[config.mk]
export PLATFORM = sky130hd
export DESIGN_NAME = fp_mul_issue_retire
export DESIGN_NICKNAME = d
export VERILOG_FILES = /design/src/rtl/fp_mul_issue_retire.sv
export SDC_FILE = /design/constraint.sdc
export NUM_CORES = 2
export LEC_CHECK = 0
export CORE_AREA = 4 4 605 607
export CTS_BUF_LIST = sky130_fd_sc_hd__clkbuf_8
export CTS_CLUSTER_DIAMETER = 200
export DETAILED_ROUTE_END_ITERATION = 10
export DIE_AREA = 0 0 609 611
export PLACE_DENSITY_LB_ADDON = 0.15
export SLEW_MARGIN = 15
export SYNTH_ARGS = -nofsm -noshare
export SYNTH_HDL_FRONTEND = slang
export SYNTH_SLANG_ARGS = --single-unit
[constraint.sdc]
create_clock -name clk -period 1.6 [get_ports clk]
set_input_delay 0.16 -clock clk [delete_from_list [all_inputs] [get_ports clk]]
set_output_delay 0.16 -clock clk [all_outputs]
set_load 0.02 [all_outputs]
[src/rtl/fp_mul_issue_retire.sv]
// fp_mul_issue_retire: two-stage valid/ready control wrapper around a
// combinational floating-point multiplier. The issue stage registers an
// operand pair and drives the multiplier directly. The retire stage captures
// the multiplier's result and exception vector. A sticky 5-bit exception
// accumulator collects exceptions from every retired op.
// Optional feature macro: FP_MUL_ISSUE_PERF_EN adds the perf_retired and
// perf_stall counters.
module fp_mul_issue_retire #(
  parameter int exp_width  = 19,
  parameter int frac_width = 237,
  parameter int tag_width  = 4
) (
  input  logic                          clk,
  input  logic                          reset,
  // operand side
  input  logic                          in_valid,
  output logic                          in_ready,
  input  logic [exp_width+frac_width:0] in_op1,
  input  logic [exp_width+frac_width:0] in_op2,
  input  logic [1:0]                    in_round_mode,
  input  logic [tag_width-1:0]          in_tag,
  // attached combinational multiplier
  output logic [exp_width+frac_width:0] mul_op1,
  output logic [exp_width+frac_width:0] mul_op2,
  output logic [1:0]                    mul_round_mode,
  input  logic [exp_width+frac_width:0] mul_result,
  input  logic [4:0]                    mul_exception,
  // result side
  output logic                          out_valid,
  input  logic                          out_ready,
  output logic [exp_width+frac_width:0] out_result,
  output logic [4:0]                    out_exception,
  output logic [tag_width-1:0]          out_tag,
  // sticky exception flags
  input  logic                          flags_clear,
  output logic [4:0]                    flags_sticky
`ifdef FP_MUL_ISSUE_PERF_EN
  ,
  output logic [31:0]                   perf_retired,
  output logic [31:0]                   perf_stall
`endif
);

  localparam int W = exp_width + frac_width + 1;

  // Issue stage
  logic                 s1_valid_q, s1_valid_d;
  logic [W-1:0]         s1_op1_q, s1_op1_d;
  logic [W-1:0]         s1_op2_q, s1_op2_d;
  logic [1:0]           s1_rm_q, s1_rm_d;
  logic [tag_width-1:0] s1_tag_q, s1_tag_d;

  // Retire stage
  logic                 s2_valid_q, s2_valid_d;
  logic [W-1:0]         s2_result_q, s2_result_d;
  logic [4:0]           s2_exc_q, s2_exc_d;
  logic [tag_width-1:0] s2_tag_q, s2_tag_d;

  logic [4:0]           flags_q, flags_d;

  logic s2_free, s1_adv, in_fire, out_fire;

  // The retire stage can take a new op when it is empty or draining this
  // cycle; in_ready therefore depends combinationally on out_ready (no skid).
  assign s2_free  = !s2_valid_q || out_ready;
  assign s1_adv   = s1_valid_q && s2_free;
  assign in_ready = !s1_valid_q || s2_free;
  assign in_fire  = in_valid && in_ready;
  assign out_fire = s2_valid_q && out_ready;

  // Issue stage next state: load on accept, empty on advance, else hold.
  always_comb begin
    // NOTE: every always_comb output gets a default first so no path infers a latch.
    s1_valid_d = s1_valid_q;
    s1_op1_d   = s1_op1_q;
    s1_op2_d   = s1_op2_q;
    s1_rm_d    = s1_rm_q;
    s1_tag_d   = s1_tag_q;
    if (in_fire) begin
      s1_valid_d = 1'b1;
      s1_op1_d   = in_op1;
      s1_op2_d   = in_op2;
      s1_rm_d    = in_round_mode;
      s1_tag_d   = in_tag;
    end else if (s1_adv) begin
      s1_valid_d = 1'b0;
    end
  end

  // Retire stage next state: capture multiplier output on advance, empty on
  // handshake, otherwise hold so out_* stay stable under backpressure.
  always_comb begin
    s2_valid_d  = s2_valid_q;
    s2_result_d = s2_result_q;
    s2_exc_d    = s2_exc_q;
    s2_tag_d    = s2_tag_q;
    if (s1_adv) begin
      s2_valid_d  = 1'b1;
      s2_result_d = mul_result;
      s2_exc_d    = mul_exception;
      s2_tag_d    = s1_tag_q;
    end else if (out_fire) begin
      s2_valid_d = 1'b0;
    end
  end

  // Sticky flags: clear takes effect first, so a retire in the same cycle
  // leaves exactly the retiring op's exception bits.
  always_comb begin
    flags_d = (flags_clear ? 5'd0 : flags_q) | (out_fire ? s2_exc_q : 5'd0);
  end

  // Pipeline and flag registers with synchronous reset.
  always_ff @(posedge clk) begin
    // NOTE: sequential state uses non-blocking assignments only, so every flop
    // samples pre-edge values regardless of statement order.
    if (reset) begin
      // NOTE: data registers are plain flops (no memory array), so they are
      // reset as well and the outputs never show X after reset.
      s1_valid_q  <= 1'b0;
      s1_op1_q    <= '0;
      s1_op2_q    <= '0;
      s1_rm_q     <= '0;
      s1_tag_q    <= '0;
      s2_valid_q  <= 1'b0;
      s2_result_q <= '0;
      s2_exc_q    <= '0;
      s2_tag_q    <= '0;
      flags_q     <= '0;
    end else begin
      s1_valid_q  <= s1_valid_d;
      s1_op1_q    <= s1_op1_d;
      s1_op2_q    <= s1_op2_d;
      s1_rm_q     <= s1_rm_d;
      s1_tag_q    <= s1_tag_d;
      s2_valid_q  <= s2_valid_d;
      s2_result_q <= s2_result_d;
      s2_exc_q    <= s2_exc_d;
      s2_tag_q    <= s2_tag_d;
      flags_q     <= flags_d;
    end
  end

  assign mul_op1        = s1_op1_q;
  assign mul_op2        = s1_op2_q;
  assign mul_round_mode = s1_rm_q;
  assign out_valid      = s2_valid_q;
  assign out_result     = s2_result_q;
  assign out_exception  = s2_exc_q;
  assign out_tag        = s2_tag_q;
  assign flags_sticky   = flags_q;

`ifdef FP_MUL_ISSUE_PERF_EN
  logic [31:0] perf_retired_q, perf_retired_d;
  logic [31:0] perf_stall_q, perf_stall_d;

  // Performance counters wrap naturally modulo 2^32.
  always_comb begin
    perf_retired_d = perf_retired_q + (out_fire ? 32'd1 : 32'd0);
    perf_stall_d   = perf_stall_q + ((s2_valid_q && !out_ready) ? 32'd1 : 32'd0);
  end

  // Performance counter registers; untouched by flags_clear.
  always_ff @(posedge clk) begin
    if (reset) begin
      perf_retired_q <= '0;
      perf_stall_q   <= '0;
    end else begin
      perf_retired_q <= perf_retired_d;
      perf_stall_q   <= perf_stall_d;
    end
  end

  assign perf_retired = perf_retired_q;
  assign perf_stall   = perf_stall_q;
`endif

endmodule

==> summary.txt <==
Worst setup path
  – CP max FO: 2
  – Crit path to: in_ready
  – Reg2reg path depth: 9
  – Critical Path RT: 1440 ps
  – Worst reg-to-reg setup slack: -380 ps
  – Critical path launch point type: flip-flop
  – WS Path Type: reg2out
  – Reg2reg end: out_result[77]$_SDFFE_PP0P_
  – Worst r2r src: out_valid$_SDFFE_PP0P_
  – Crit. End Element: primary output
  – Worst Setup SP: out_valid$_SDFFE_PP0P_
  – Arrival time worst endpoint: 1890 ps

Global route
  – Antenna violations before repair: 69
  – Grt ovf: 0
  – Overall Global Routing Usage: 0.130
  – Pin count of the biggest net entering global routing: approximately 130
  – First-pass GRT wire length: 338000 microns
  – Vias in the first global route: 38300

Clock network
  – Clk sinks: 793
  – Htree depth: 4
  – Worst skew pair latency: ~970 ps
  – CTS root buffer: clkbuf_8
  – CTS tree: done
  – Max Buffers Root-to-Sink: 4
  – TritonCTS buffer count: 184
  – Clock transition at path regs: 60 ps

Cells and area
  – Most frequent cells in the layout: nand2b_1, dlygate4sd3_1, clkdlybuf4s50_1
  – Synth-to-Final Area Change: 120%
  – Fillers: 39800
  – Layout cells sized above 1: 0.351
  – Commonest non-fill, non-tap cell in the layout: nand2b_1
  – Nets: 7023
  – Post-Route Utilization: 0.207

Synth
  – Yosys top cell area share: 0.469
  – Post-synthesis compound-gate area fraction: 0.0805
  – Avg Cell Area, Syn: 9.70 sq um
  – Synth Cell Area: 33900 sq um
  – Ys Warns: 0
  – Area share of fa/ha/maj cells after synthesis: 0
  – Seq/Total Area, Yosys: 0.469
  – Seq cells post-synth: 793
  – Synth Instances: 3493
  – Dominant cell type by area after synthesis: dfxtp_1
  – Largest family of logic cells by synthesized area: simple AND/OR/NAND/NOR gates
  – Synth top area cells: dfxtp_1, nand2b_1, mux2i_1, a21oi_1, nand3_1
  – Post-Synth Simple-Gate Area: 0.233
  – Syn Nets: between 4000 and 5000
  – Mux contribution to synthesized area: 0.154
  – XOR/XNOR share of the synthesized area: 0
  – Synth unique cells: 22

Outcome
  – Failing checks: negative setup slack
  – Outcome: finished with violations

Drt
  – M1 WL: 95100 microns
  – Final ANT Viol Nets: 0
  – Routed vias: between 30000 and 40000
  – DR vias/cell: 3.23
  – Met2 WL post-DR: between 100000 and 150000 microns
  – Residual DRC: 0
  – Drt wl/cell: 23.0 microns
  – TritonRoute pass-1 iters: 7
  – DR WL met3: 14700 microns
  – 1st-iter DRT viols: 1349
  – Overall routed net length: 257000 microns
  – Highest routed layer: met5

Placed design
  – Buffers on Ports: 1575
  – Gp weighted congestion: 0.811
  – Placed wire-length estimate: about 200000 microns

Run
  – Max-Cap Viols: 0

Floorplan
  – Total core area: between 300000 and 400000 sq um
  – Site Rows: 221
  – Die area: ~370000 sq um
  – Overall die width: 609 microns
  – Initial Utilization: 0.0938
  – Die Height: 611 microns
  – Total I/O pin count: 1576

Timing
  – Minimum clock period: 2050 ps
  – Worst-margin pin slew: around 470 ps
  – Layout Skew: 104 ps
  – Final hold vios: 0
  – Final worst slack: -446 ps
  – Slew Limit Fails: 0
  – Setup TNS: -195790 ps
  – Period utilization: 1.28
  – Final setup violating endpoints: 1000
  – Max_slew headroom: 0.688
  – Max Fclk: 489 MHz
  – Unrepaired setup endpoints after global routing: yes

Worst hold path
  – Hold crit path type: in2reg

Pwr
  – Pwr/cell area: 821 nW/um^2
  – Max VDD drop: 0.528 mV
  – Pleak: 29.4 nW
==> flip-flops by register name, summed over array words and instances (netlist names) <==
register and cells:
mul_op2 257, mul_round_mode 2, s1_valid_q 1, out_result 257, out_valid 1, s1_tag_q 4
out_tag 4, flags_sticky 5, mul_op1 257, out_exception 5
==> where the power goes <==
part	switching [mW]	total [mW]	internal [mW]
clock	11.5	24.5	13.1
combinational	6.50	14.6	8.08
sequential	1.05	22.1	21.1
total	19.0	61.3	42.3
==> Yosys cell counts <==
cell type	count
nand2b_1	1040
dfxtp_1	793
mux2i_1	520
a21oi_1	268
nand3_1	266
o21ai_0	264
clkbuf_1	206
buf_12	55
buf_2	32
buf_1	23
nor2_1	6
a32oi_1	5
buf_4	4
buf_6	2
o21ai_1	2
a21boi_2	1
clkbuf_2	1
inv_1	1
inv_2	1
nand2_1	1
nor2b_2	1
or2b_1	1
==> worst min-delay path by stage <==
stage,startpoint,end,slack [ps],cells after the start
after global placement,mul_op1[129]$_SDFFE_PP0P_,mul_op1[129]$_SDFFE_PP0P_,460,2
after CTS,mul_result[119],out_result[119]$_SDFFE_PP0P_,140,4
after global routing,mul_result[57],out_result[57]$_SDFFE_PP0P_,200,4
after detailed placement,mul_op2[131]$_SDFFE_PP0P_,mul_op2[131]$_SDFFE_PP0P_,460,2
final,mul_exception[4],out_exception[4]$_SDFFE_PP0P_,320,4
after floorplan,in_valid,s1_valid_q$_SDFFE_PP0P_,280,2
==> worst max-delay path: stages (launching register included) <==
cell and delay [ps]:
dfxtp_4 350, nor2b_4 170, buf_12 120, buf_12 90
nand2_4 50, buf_12 140
==> what timing repair did <==
item | in CTS | in global routing
pin swaps | 1 | 1
buffers inserted | 110 | 57
hold buffers | 919 | 0
cloned | 15 | 34
endpoints found under the setup margin | 1540 | 1553
resized for setup | 5042 | 519
hold endpoints to repair | 792 | 0
==> stage by stage <==
| step | hold WS, ps | total power [mW] | std cells | cell area [sq um] | setup slack (ps) |
|---|---|---|---|---|---|
| after CTS | 137 | 62.5 | 11100 | 71800 | -652 |
| after global routing | 198 | 64.6 | 11200 | 74600 | -625 |
| final | 320 | 61.3 | 11200 | 74600 | -446 |
| after global placement | 458 | 33.5 | 9726 | 55700 | -648 |
| after detailed placement | 462 | 33.5 | 9726 | 55700 | -663 |
| after floorplan | 277 | 26.5 | 3493 | 33900 | 34.5 |
==> metal layers <==
metal  vias up  global-route usage
met2      1061               0.254
met3       356              0.0331
met4        26              0.0287
met5         -                   0
li1      17300                   -
met1     17400               0.138
==> cells by family (layout without fill, tap and decap cells) <==
family,after synthesis,after routing
flip-flops,793,793
AO/OA/AOI/OAI,540,540
multiplexers,520,520
buffers and inverters,325,3199
other,0,22
AND/OR/NAND/NOR,1315,1315
==> cell type report <==
| cell class | count | area (sq um) | area share |
|---|---|---|---|
| timing repair buffer | 2880 | 31800 | 0.427 |
| sequential | 793 | 17100 | 0.229 |
| multi-input combinational | 2375 | 16000 | 0.215 |
| tap | 4794 | 6000 | 0.0804 |
| clock buffer | 220 | 3030 | 0.0406 |
| clock inverter | 97 | 578 | 0.00775 |
| antenna | 22 | 55.1 | 0.000738 |
| inverter | 2 | 15.0 | 0.000201 |
Power figures use the tool's default switching activity.
